**src/rtl/serial_adder.sv**
```systemverilog
// -----------------------------------------------------------------------------
// serial_adder
//   Bit-serial WIDTH-bit adder. Operands are captured in parallel on the
//   accepting edge. They are then shifted LSB-first through a single
//   full_adder cell, one bit per clock. The carry is recirculated through a
//   flip-flop into the cell's X input.
//
//   Parameters
//     WIDTH  operand/result width in bits (>= 1)
//
//   Ports
//     CLK    in   rising-edge clock
//     RST_N  in   asynchronous active-low reset
//     START  in   request, accepted only in IDLE
//     A, B   in   operands, sampled on the accepting edge only
//     CI     in   carry-in, sampled on the accepting edge only
//     BUSY   out  high while bits are being processed (RUN)
//     DONE   out  one-cycle pulse when S/CO hold a new result (FIN)
//     S      out  registered sum, (A+B+CI) mod 2^WIDTH
//     CO     out  registered carry-out, bit WIDTH of A+B+CI
//
//   Timing: START accepted on edge k -> BUSY after edges k..k+WIDTH-1,
//   DONE and new S/CO after edge k+WIDTH, back in IDLE after k+WIDTH+1.
// -----------------------------------------------------------------------------

// Existing one-bit full adder cell: S = A^B^X, C = carry out.
module full_adder (
    input  logic A,
    input  logic B,
    input  logic X,
    output logic S,
    output logic C
);
    assign S = A ^ B ^ X;
    assign C = (A & B) | (X & (A ^ B));
endmodule

module serial_adder #(
    parameter int WIDTH = 8
) (
    input  logic             CLK,
    input  logic             RST_N,
    input  logic             START,
    input  logic [WIDTH-1:0] A,
    input  logic [WIDTH-1:0] B,
    input  logic             CI,
    output logic             BUSY,
    output logic             DONE,
    output logic [WIDTH-1:0] S,
    output logic             CO
);
    localparam int CW = $clog2(WIDTH + 1);

    typedef enum logic [1:0] {
        IDLE = 2'd0,
        RUN  = 2'd1,
        FIN  = 2'd2
    } state_e;

    state_e           state_q, state_d;
    logic [WIDTH-1:0] a_sh_q, a_sh_d;
    logic [WIDTH-1:0] b_sh_q, b_sh_d;
    logic [WIDTH-1:0] s_sh_q, s_sh_d;
    logic             cy_q, cy_d;
    logic [CW-1:0]    cnt_q, cnt_d;
    logic [WIDTH-1:0] s_q, s_d;
    logic             co_q, co_d;

    logic             fa_s;
    logic             fa_c;
    logic [WIDTH-1:0] top_bit;

    full_adder fa (
        .A (a_sh_q[0]),
        .B (b_sh_q[0]),
        .X (cy_q),
        .S (fa_s),
        .C (fa_c)
    );

    // Sum bit positioned at the MSB. Built this way so that WIDTH=1 needs no
    // special-case slice of s_sh.
    always_comb begin
        top_bit            = '0;
        top_bit[WIDTH-1]   = fa_s;
    end

    // NOTE: every signal driven here gets its default first, so no path
    // through the case leaves one unassigned and no latch is inferred.
    always_comb begin
        state_d = state_q;
        a_sh_d  = a_sh_q;
        b_sh_d  = b_sh_q;
        s_sh_d  = s_sh_q;
        cy_d    = cy_q;
        cnt_d   = cnt_q;
        s_d     = s_q;
        co_d    = co_q;

        case (state_q)
            IDLE: begin
                if (START) begin
                    a_sh_d  = A;
                    b_sh_d  = B;
                    cy_d    = CI;
                    cnt_d   = '0;
                    state_d = RUN;
                end
            end
            RUN: begin
                s_sh_d = (s_sh_q >> 1) | top_bit;
                a_sh_d = a_sh_q >> 1;
                b_sh_d = b_sh_q >> 1;
                cy_d   = fa_c;
                cnt_d  = cnt_q + CW'(1);
                if (cnt_q == CW'(WIDTH - 1)) begin
                    // Last bit: the result registers take the completed sum
                    // and final carry on the same edge that enters FIN.
                    state_d = FIN;
                    s_d     = s_sh_d;
                    co_d    = fa_c;
                end
            end
            FIN:     state_d = IDLE;
            default: state_d = IDLE;
        endcase
    end

    // NOTE: the shift registers are ordinary flops, not a memory, so they are
    // cleared by reset along with everything else; a reset mid-run leaves no
    // partial operand or sum behind.
    always_ff @(posedge CLK or negedge RST_N) begin
        if (!RST_N) begin
            state_q <= IDLE;
            a_sh_q  <= '0;
            b_sh_q  <= '0;
            s_sh_q  <= '0;
            cy_q    <= 1'b0;
            cnt_q   <= '0;
            s_q     <= '0;
            co_q    <= 1'b0;
        end else begin
            // NOTE: non-blocking assignments so every register samples the
            // pre-edge values, regardless of statement order.
            state_q <= state_d;
            a_sh_q  <= a_sh_d;
            b_sh_q  <= b_sh_d;
            s_sh_q  <= s_sh_d;
            cy_q    <= cy_d;
            cnt_q   <= cnt_d;
            s_q     <= s_d;
            co_q    <= co_d;
        end
    end

    assign BUSY = (state_q == RUN);
    assign DONE = (state_q == FIN);
    assign S    = s_q;
    assign CO   = co_q;

endmodule
```
**config.mk**
```make
export PLATFORM = sky130hd
export DESIGN_NAME = serial_adder
export DESIGN_NICKNAME = d
export VERILOG_FILES = /design/src/rtl/serial_adder.sv
export SDC_FILE = /design/constraint.sdc
export NUM_CORES = 1
export LEC_CHECK = 0
export BUFFER_PORTS_ARGS = -buffer_cell sky130_fd_sc_hd__buf_2
export CELL_PAD_IN_SITES_DETAIL_PLACEMENT = 1
export CELL_PAD_IN_SITES_GLOBAL_PLACEMENT = 2
export CORE_MARGIN = 2
export CORE_UTILIZATION = 31
export DETAILED_ROUTE_END_ITERATION = 8
export GPL_ROUTABILITY_DRIVEN = 0
export PLACE_DENSITY = 0.75
export SETUP_SLACK_MARGIN = 0.1
export SYNTH_ARGS = -nofsm -noshare
export SYNTH_HDL_FRONTEND = slang
export SYNTH_SLANG_ARGS = --single-unit
```
**constraint.sdc**
```tcl
create_clock -name CLK -period 1.4 [get_ports CLK]
set_clock_uncertainty 0.15 [all_clocks]
set_input_delay 0.28 -clock CLK [delete_from_list [all_inputs] [get_ports CLK]]
set_output_delay 0.28 -clock CLK [all_outputs]
set_load 0.01 [all_outputs]
```
==> results.ini <==
[die]
core_um2=5473
io_pins=31
start_util_pct=32.01
die-height_um=79.17
die_w_um=79.17
rows=27
dieArea_um2=6268

[route]
avgViaCountPerCell=4.899
drtAntennaViolNets=0
drc_errors=0
drt_wl_total_um=5215
routedWlPerCell_um=16.93
vias=1509
drt_pass1_iterations=4
drtIter0Drc=60

[sta]
hold_ws_ns=0.1123
tightestPinTransition_ns=0.2229
worst_slack_ns=-0.1564
finalHoldViolCount=0
finalCritPeriodShare_pct=111.2
fin_setup_tns_ns=-1.810
setup_viol_count_final=24
rsz0062_at_grt=true
fin_crit_ns=1.556
fmax_mhz=642.5
relSlewSlack_pct=85.14
slew_viol_final=0

[cells_and_area]
final_cells=308
final_area_um2=2723
areaGrowthSynthToFinish_pct=55.43
nNetsFinal=257
antenna_cells=0
drive_above_1_share_pct=55.93
final_cell_mix=38 x dfrtp_1, 30 x buf_2, 20 x buf_4
post-route-util_pct=49.75
final_common_cell=dfrtp_1

[pwr]
p_seq_share_pct=33.5
p_leak_nw=1.270
p_int_mw=3.774
vdd_ir_drop_max_mv=1.133
power_density_nw_per_um2=2253
switchingPower_mw=2.360
power_frac_clock_pct=12.0
finalPower_mw=6.134
combPwrFrac_pct=54.6
netSwitchingFraction_pct=38.48

[clock_network]
cts_inserted_buffers=5
clockRootBuffer=clkbuf_8
numClockSinks=39
worstSkewPairLatency_ns=0.29
cts_tree=yes
cts_max_path_buffers=2
clkTransAtPathRegs_ns=0.08
htreeDepth=2

[grt]
grt_remaining_overflow=0
grt_use_total_pct=15.96
grt_pass1_wl_um=7797
antenna_found_initial=0
first_global_vias=1575
grt_max_degree=40

[critical_path]
crit_arrival_ns=1.13
startpoint_type=flip-flop
crit_chain=nand2b_4 > buf_8 > inv_8 > buf_6
cp_top_family=flip-flops
max_stage_delay_ns=0.40
cp_slowest_cell=dfrtp_1
worstPathRequired_ns=0.97
path_buf_inv=3
worst-setup-path-type=reg -> out
cp-end-kind=output port
crit_fanout=3

[placed_design]
dp_hpwl_um=3237
dp_slack_ns=-0.1444
io_buffers=30
placed_area_um2=2198
placed_cells=285

[logic_synthesis]
synthCells=167
ys_seq_area_share_pct=55.71
syn_nets=189
syn_area_um2=1752
ys_ff_latch=39
avgSynthCellArea_um2=10.49
yosysTopAreaCellShare_pct=55.71
yosys.area.top_type=dfrtp_1
synthTopCellsByArea=dfrtp_1 56%, mux2_2 6.4%, nand2_1 6.0%
ys_types=22
ys_warn_count=0

[hold_path]
hp-class=in -> reg

[job]
maxCapViolCount=0

[run_status]
status=finished with violations
violations=negative setup slack

worst min-delay path, stage by stage:
cell     delay [ns]
buf_2          0.07
a21oi_1        0.05
o21ai_1        0.11
power groups by stage:
stage          Sequential [mW]  Clock (mW)  Combinational [mW]
2_1_floorplan             1.94           0                1.25
3_3_place_gp              1.93           0                2.12
3_5_place_dp              1.96           0                2.22
4_1_cts                   1.97       0.751                2.68
5_1_grt                   2.12       0.813                3.62
6_report                  2.05       0.734                3.35
layout make-up:
class | count | area, µm²
Clock inverter | 3 | 15.01
Timing Repair Buffer | 70 | 579.3
Clock buffer | 5 | 68.82
Inverter | 1 | 11.26
Sequential cell | 39 | 977.2
Fill cell | 605 | 2750
Tap cell | 72 | 90.09
Multi-Input combinational cell | 118 | 980.9
logic make-up (layout without fill, tap and decap cells):
family | after synthesis | count (layout) | synth area share [%]
flip-flops | 39 | 39 | 55.71
AND/OR/NAND/NOR | 53 | 53 | 15.64
AO/OA/AOI/OAI | 53 | 53 | 17.79
buffers and inverters | 10 | 79 | 2.571
multiplexers | 10 | 10 | 6.429
adder cells (fa/ha/maj) | 2 | 2 | 1.857
sequential cells by signal (all words and copies together), names as in the netlist:
| register | cells |
|---|---|
| cnt_q | 4 |
| S | 8 |
| CO | 1 |
| state_q | 2 |
| b_sh_q | 8 |
| a_sh_q | 8 |
| cy_q | 1 |
| s_sh_q | 7 |
routing by layer:
| layer | up-vias | GRT usage (%) | wire (µm) |
|---|---|---|---|
| li1 | 722 | - | - |
| met1 | 757 | 20.10 | 2209 |
| met2 | 26 | 28.56 | 2829 |
| met3 | 4 | 3.068 | 146 |
| met4 | 0 | 3.103 | 29 |
| met5 | - | 0 | 0 |
cell usage after synthesis, drive strengths merged:
cell,instances
dfrtp,39
nand2,28
a21oi,18
o21ai,18
nor2b,15
a22oi,13
mux2,10
clkbuf,5
buf,4
a22o,2
and2b,2
and3b,2
nand3,2
nor2,2
fa,1
ha,1
inv,1
nand2b,1
nor3,1
o21bai,1
o311ai,1
worst paths after layout:
path                       depth (start not counted)  slack (ns)                      to                    from
setup / recovery                                   4       -0.16                    BUSY  state_q[1]$_DFFE_PN0P_
hold / removal                                     3        0.11   a_sh_q[3]$_DFFE_PN0P_                    A[3]
setup reg to reg                                   5       -0.12          CO$_DFFE_PN0P_    cnt_q[1]$_DFFE_PN0P_
hold reg to reg                                    2        0.35   s_sh_q[1]$_DFFE_PN0P_   s_sh_q[1]$_DFFE_PN0P_
max in group asynchronous                          3        0.56  state_q[0]$_DFFE_PN0P_                   RST_N
min in group asynchronous                          3        0.32   b_sh_q[2]$_DFFE_PN0P_                   RST_N
repair_timing:
action                                  in CTS  in global routing
hold endpoints to repair                    39                  0
endpoints found under the setup margin      40                 40
buffers inserted                             6                  7
pin swaps                                    0                 20
hold buffers                                 1                  0
gates resized for setup                     31                 57
cloned                                       0                  1
Note: power is estimated with default switching activity, not from simulation.
